**src/rtl/bp_be_fe_queue_ckpt.sv**
```systemverilog
// Checkpointing fe_queue FIFO: write, speculative-read and commit pointers.
// Issued entries stay resident until committed so a replay can rewind to them.
module bp_be_fe_queue_ckpt #(
  parameter int unsigned width_p      = 1,
  parameter int unsigned els_p        = 8,
  localparam int unsigned ptr_width_lp = $clog2(els_p) + 1
) (
  input  logic               clk_i,
  input  logic               reset_i,
  input  logic [width_p-1:0] data_i,
  input  logic               v_i,
  output logic               ready_o,
  output logic [width_p-1:0] data_o,
  output logic               v_o,
  input  logic               yumi_i,
  input  logic               clr_i,
  input  logic               roll_i,
  input  logic               deq_i
);

  localparam int unsigned idx_width_lp = ptr_width_lp - 1;

  logic [ptr_width_lp-1:0] wptr_q, wptr_d;
  logic [ptr_width_lp-1:0] rptr_q, rptr_d;
  logic [ptr_width_lp-1:0] cptr_q, cptr_d;
  logic [width_p-1:0]      mem_q [els_p];

  logic [ptr_width_lp-1:0] occ, iss;
  logic                    full, enq, yumi_eff, deq_eff;

  // Occupancy counts every entry not yet committed, issued or not.
  assign occ      = wptr_q - cptr_q;
  assign iss      = rptr_q - cptr_q;
  assign full     = (occ == ptr_width_lp'(els_p));

  assign ready_o  = ~full;
  assign v_o      = (rptr_q != wptr_q);
  assign data_o   = mem_q[rptr_q[idx_width_lp-1:0]];

  assign enq      = v_i & ~full;
  assign yumi_eff = yumi_i & v_o;
  assign deq_eff  = deq_i & (cptr_q != rptr_q);

  // Commit lands first so a simultaneous roll rewinds to the new checkpoint;
  // clr then collapses the write pointer onto the resulting read pointer.
  always_comb begin
    cptr_d = cptr_q + ptr_width_lp'(deq_eff);
    rptr_d = roll_i ? cptr_d : rptr_q + ptr_width_lp'(yumi_eff);
    wptr_d = clr_i  ? rptr_d : wptr_q + ptr_width_lp'(enq);
  end

  always_ff @(posedge clk_i) begin
    if (reset_i) begin
      wptr_q <= '0;
      rptr_q <= '0;
      cptr_q <= '0;
    end else begin
      wptr_q <= wptr_d;
      rptr_q <= rptr_d;
      cptr_q <= cptr_d;
    end
  end

  // Storage is never reset; v_o masks stale contents.
  always_ff @(posedge clk_i) begin
    if (enq) mem_q[wptr_q[idx_width_lp-1:0]] <= data_i;
  end

  always_ff @(posedge clk_i) begin
    if (!reset_i) assert (occ <= ptr_width_lp'(els_p) && iss <= occ);
  end

endmodule

```
**config.mk**
```make
export PLATFORM = sky130hd
export DESIGN_NAME = bp_be_fe_queue_ckpt
export DESIGN_NICKNAME = d
export VERILOG_FILES = /design/src/rtl/bp_be_fe_queue_ckpt.sv
export SDC_FILE = /design/constraint.sdc
export NUM_CORES = 1
export LEC_CHECK = 0
export BUFFER_PORTS_ARGS = -buffer_cell sky130_fd_sc_hd__buf_2
export CORE_AREA = 2 2 49 51
export CTS_BUF_LIST = sky130_fd_sc_hd__clkbuf_8 sky130_fd_sc_hd__clkbuf_16
export DETAILED_ROUTE_END_ITERATION = 8
export DIE_AREA = 0 0 51 53
export PLACE_DENSITY = 0.81
export SKIP_CTS_REPAIR_TIMING = 1
export SLEW_MARGIN = 20
export SYNTH_ARGS = -nofsm -noshare
export SYNTH_HDL_FRONTEND = slang
export SYNTH_SLANG_ARGS = --single-unit
export TNS_END_PERCENT = 1
```
**constraint.sdc**
```tcl
create_clock -name clk_i -period 2.65 [get_ports clk_i]
set_clock_uncertainty 0.05 [all_clocks]
set_input_delay 0.1325 -clock clk_i [delete_from_list [all_inputs] [get_ports clk_i]]
set_output_delay 0.1325 -clock clk_i [all_outputs]
set_load 0.01 [all_outputs]
```
==> results.py <==
metrics = {
    "finish": {
        "layout.cells.most_common": "dfxtp_1",
        "area_delta_synth_final_pct": 10.1,
        "drive_gt1_share_pct": 20.5,
        "final_cell_mix": "11 x dfxtp_1, 10 x nor2_1, 10 x buf_2, 9 x xnor2_1, 9 x ha_1",
        "regArea_sq_um": 482,
        "final_cells": 150,
        "nFillCells": 177,
        "antenna_cells": 0,
        "fin_util_pct": 61.6,
        "multi_input_comb_area_sq_um": 659,
        "nets": 140,
    },
    "clock_tree": {
        "htreeDepth": 1,
        "insertion_delay_ns": 0.25,
        "max-clock-path-buffers": 2,
        "clock-sinks": 20,
        "cts-root-buf": "clkbuf_8",
        "cts.clk_slew.worst_paths_ns": 0.07,
        "cts_tree": "yes",
        "cts_buffers": 3,
    },
    "detailed_routing": {
        "drt-total-wl_mm": 2.28,
        "drt-vias-per-instance": 5.83,
        "drtIter0Drc": 19,
        "drtAntennaViolNets": 0,
        "drc": 0,
        "avgRoutedWirePerCell_microns": 15.2,
        "vias": 875,
        "first_pass_iters": 4,
    },
    "timing": {
        "finalWorstSetupSlack_ns": 0.305,
        "setup_tns_ns": 0,
        "finalHoldViolCount": 0,
        "setup_viol_count_final": 0,
        "maxSlewViolCount": 0,
        "fin_crit_sh_pct": 88.5,
        "min_period_ns": 2.35,
        "maxSlewHeadroom_pct": 78.1,
        "grt_setup_unrepaired": "no",
        "worst_pin_slew_ns": 0.319,
        "max_freq_mhz": 426,
    },
    "power": {
        "clock_power_share_pct": 24.2,
        "p_leak_nw": 0.528,
        "comb_power_share_pct": 34.2,
        "worst_ir_drop_vdd_uv": 367,
        "p_total_mw": 0.945,
        "seqPwrFrac_pct": 41.6,
        "internal_power_mw": 0.634,
        "p_per_area_nw_per_um2": 714,
        "swShare_pct": 32.9,
        "power_switching_mw": 0.311,
    },
    "grt": {
        "antenna_found_initial": 0,
        "grt_pass1_vias": 826,
        "gr-usage-all-layers_pct": 19.7,
        "overflow": 0,
        "grt_max_degree": 13,
        "grt_pass1_wl_mm": 3.80,
    },
    "floorplanning": {
        "num_rows": 17,
        "start_util_pct": 55.9,
        "io_pins": 11,
        "coreArea_sq_um": 2150,
        "die_x_microns": 51,
        "dieArea_sq_um": 2700,
        "die_h_microns": 53,
    },
    "placement": {
        "place.gp.congestion": 0.814,
        "port_buffers": 10,
        "place_inst": 146,
        "preCtsSetupSlack_ns": 0.191,
        "hpwl_mm": 1.75,
    },
    "critical_path": {
        "path_max_fanout": 10,
        "worstPathRequired_ns": 2.78,
        "critPathKind": "reg2reg",
        "startpoint_type": "flip-flop",
        "critPathCaptureType": "flip-flop",
        "arrival_ns": 2.47,
    },
    "logic_synthesis": {
        "synth_top_area_cell": "dfxtp_1",
        "synth_top_area_share_pct": 20.0,
        "syn_inst": 114,
        "yosysWarnings": 0,
        "avgSynthCellArea_sq_um": 10.5,
        "yosysUniqueCellTypes": 34,
        "synth_seq_cells": 20,
        "synthTopCellsByArea": "dfxtp_1 20%, edfxtp_1 20%, ha_1 9.4%, xnor2_1 6.6%, a311oi_1 5.8%",
        "synth_nets": 131,
        "synth_area_sq_um": 1200,
        "yosysSeqAreaShare_pct": 40.0,
    },
    "job": {
        "maxCapViolations": 0,
    },
    "worst_hold_path": {
        "min_path_type": "in2reg",
    },
    "run_status": {
        "status": "finished, final reports clean",
    },
}
## worst max-delay path, stage by stage (launching register included)
cell,delay (ns)
dfxtp_1,0.41
inv_1,0.06
ha_1,0.29
nor2b_2,0.16
o21ai_2,0.07
a21o_2,0.28
a31oi_1,0.21
ha_1,0.20
ha_1,0.16
xor2_1,0.14
nor2_1,0.05
a211oi_1,0.18
## through the flow
stage | hold WS (ns) | cell area (sq um)
global placement | 0.343 | 1260
floorplan | 0.154 | 1200
finish | 0.0969 | 1320
CTS | 0.0932 | 1320
detailed placement | 0.359 | 1260
global route | 0.114 | 1320
## power by group through the flow
stage	logic (mW)	clock network [mW]	registers, mW
5_1_grt	0.366	0.240	0.399
6_report	0.323	0.228	0.393
3_3_place_gp	0.301	0	0.396
4_1_cts	0.321	0.235	0.394
3_5_place_dp	0.316	0	0.401
2_1_floorplan	0.261	0	0.380
## synthesized netlist by cell type
cell / number
dfxtp_1: 12
nor2_1: 10
ha_1: 9
xnor2_1: 9
a311oi_1: 8
edfxtp_1: 8
xor2_1: 7
nand3_1: 6
buf_2: 5
a211oi_1: 4
inv_1: 4
nor2b_1: 4
mux2i_1: 3
nand3b_1: 3
clkbuf_1: 2
or3_1: 2
a21o_2: 1
a21oi_1: 1
a31oi_1: 1
and2_1: 1
and3_1: 1
buf_1: 1
buf_4: 1
clkinv_1: 1
mux2_2: 1
mux4_1: 1
mux4_2: 1
nand2_1: 1
nand2b_1: 1
nand3_2: 1
nand4_1: 1
nor2b_2: 1
o21ai_2: 1
o41a_1: 1
## cell families (layout without fill, tap and decap cells)
logic type	count (synthesis)	in the layout	synth area share, %
multiplexers	6	6	7.50
AO/OA/AOI/OAI	17	17	11.7
flip-flops	20	20	40.0
AND/OR/NAND/NOR	32	32	14.6
XOR/XNOR	16	16	11.7
buffers and inverters	14	22	5.21
adder cells (fa/ha/maj)	9	9	9.38
## final timing paths
path	cells after the start	start	slack, ns	end
min	1	data_i	0.1	mem_q[4]
max	11	cptr_q[1]	0.30	wptr_q[2]
max reg2reg	11	cptr_q[1]	0.30	wptr_q[2]
min reg2reg	3	wptr_q[3]	0.61	wptr_q[3]
## flip-flops by register name, indices dropped and copies added, names as in the netlist
name / cells
mem_q: 8
cptr_q: 4
rptr_q: 4
wptr_q: 4
## area by class of cell
class / count / share of cell area [%]
repair buffers: 13 / 5.49
inverters: 5 / 1.42
well taps: 28 / 2.65
clock buffers: 4 / 4.16
multi-input cells: 80 / 49.9
flip-flops and latches: 20 / 36.4
## routing by layer
metal	track usage, %	part of all wire [%]	up-vias
met4	8.56	0.44	0
met2	31.8	49	34
met1	26.2	45	408
met3	2.82	5.4	2
li1	-	-	431
met5	0	0	-
Note: power is estimated with default switching activity, not from simulation.
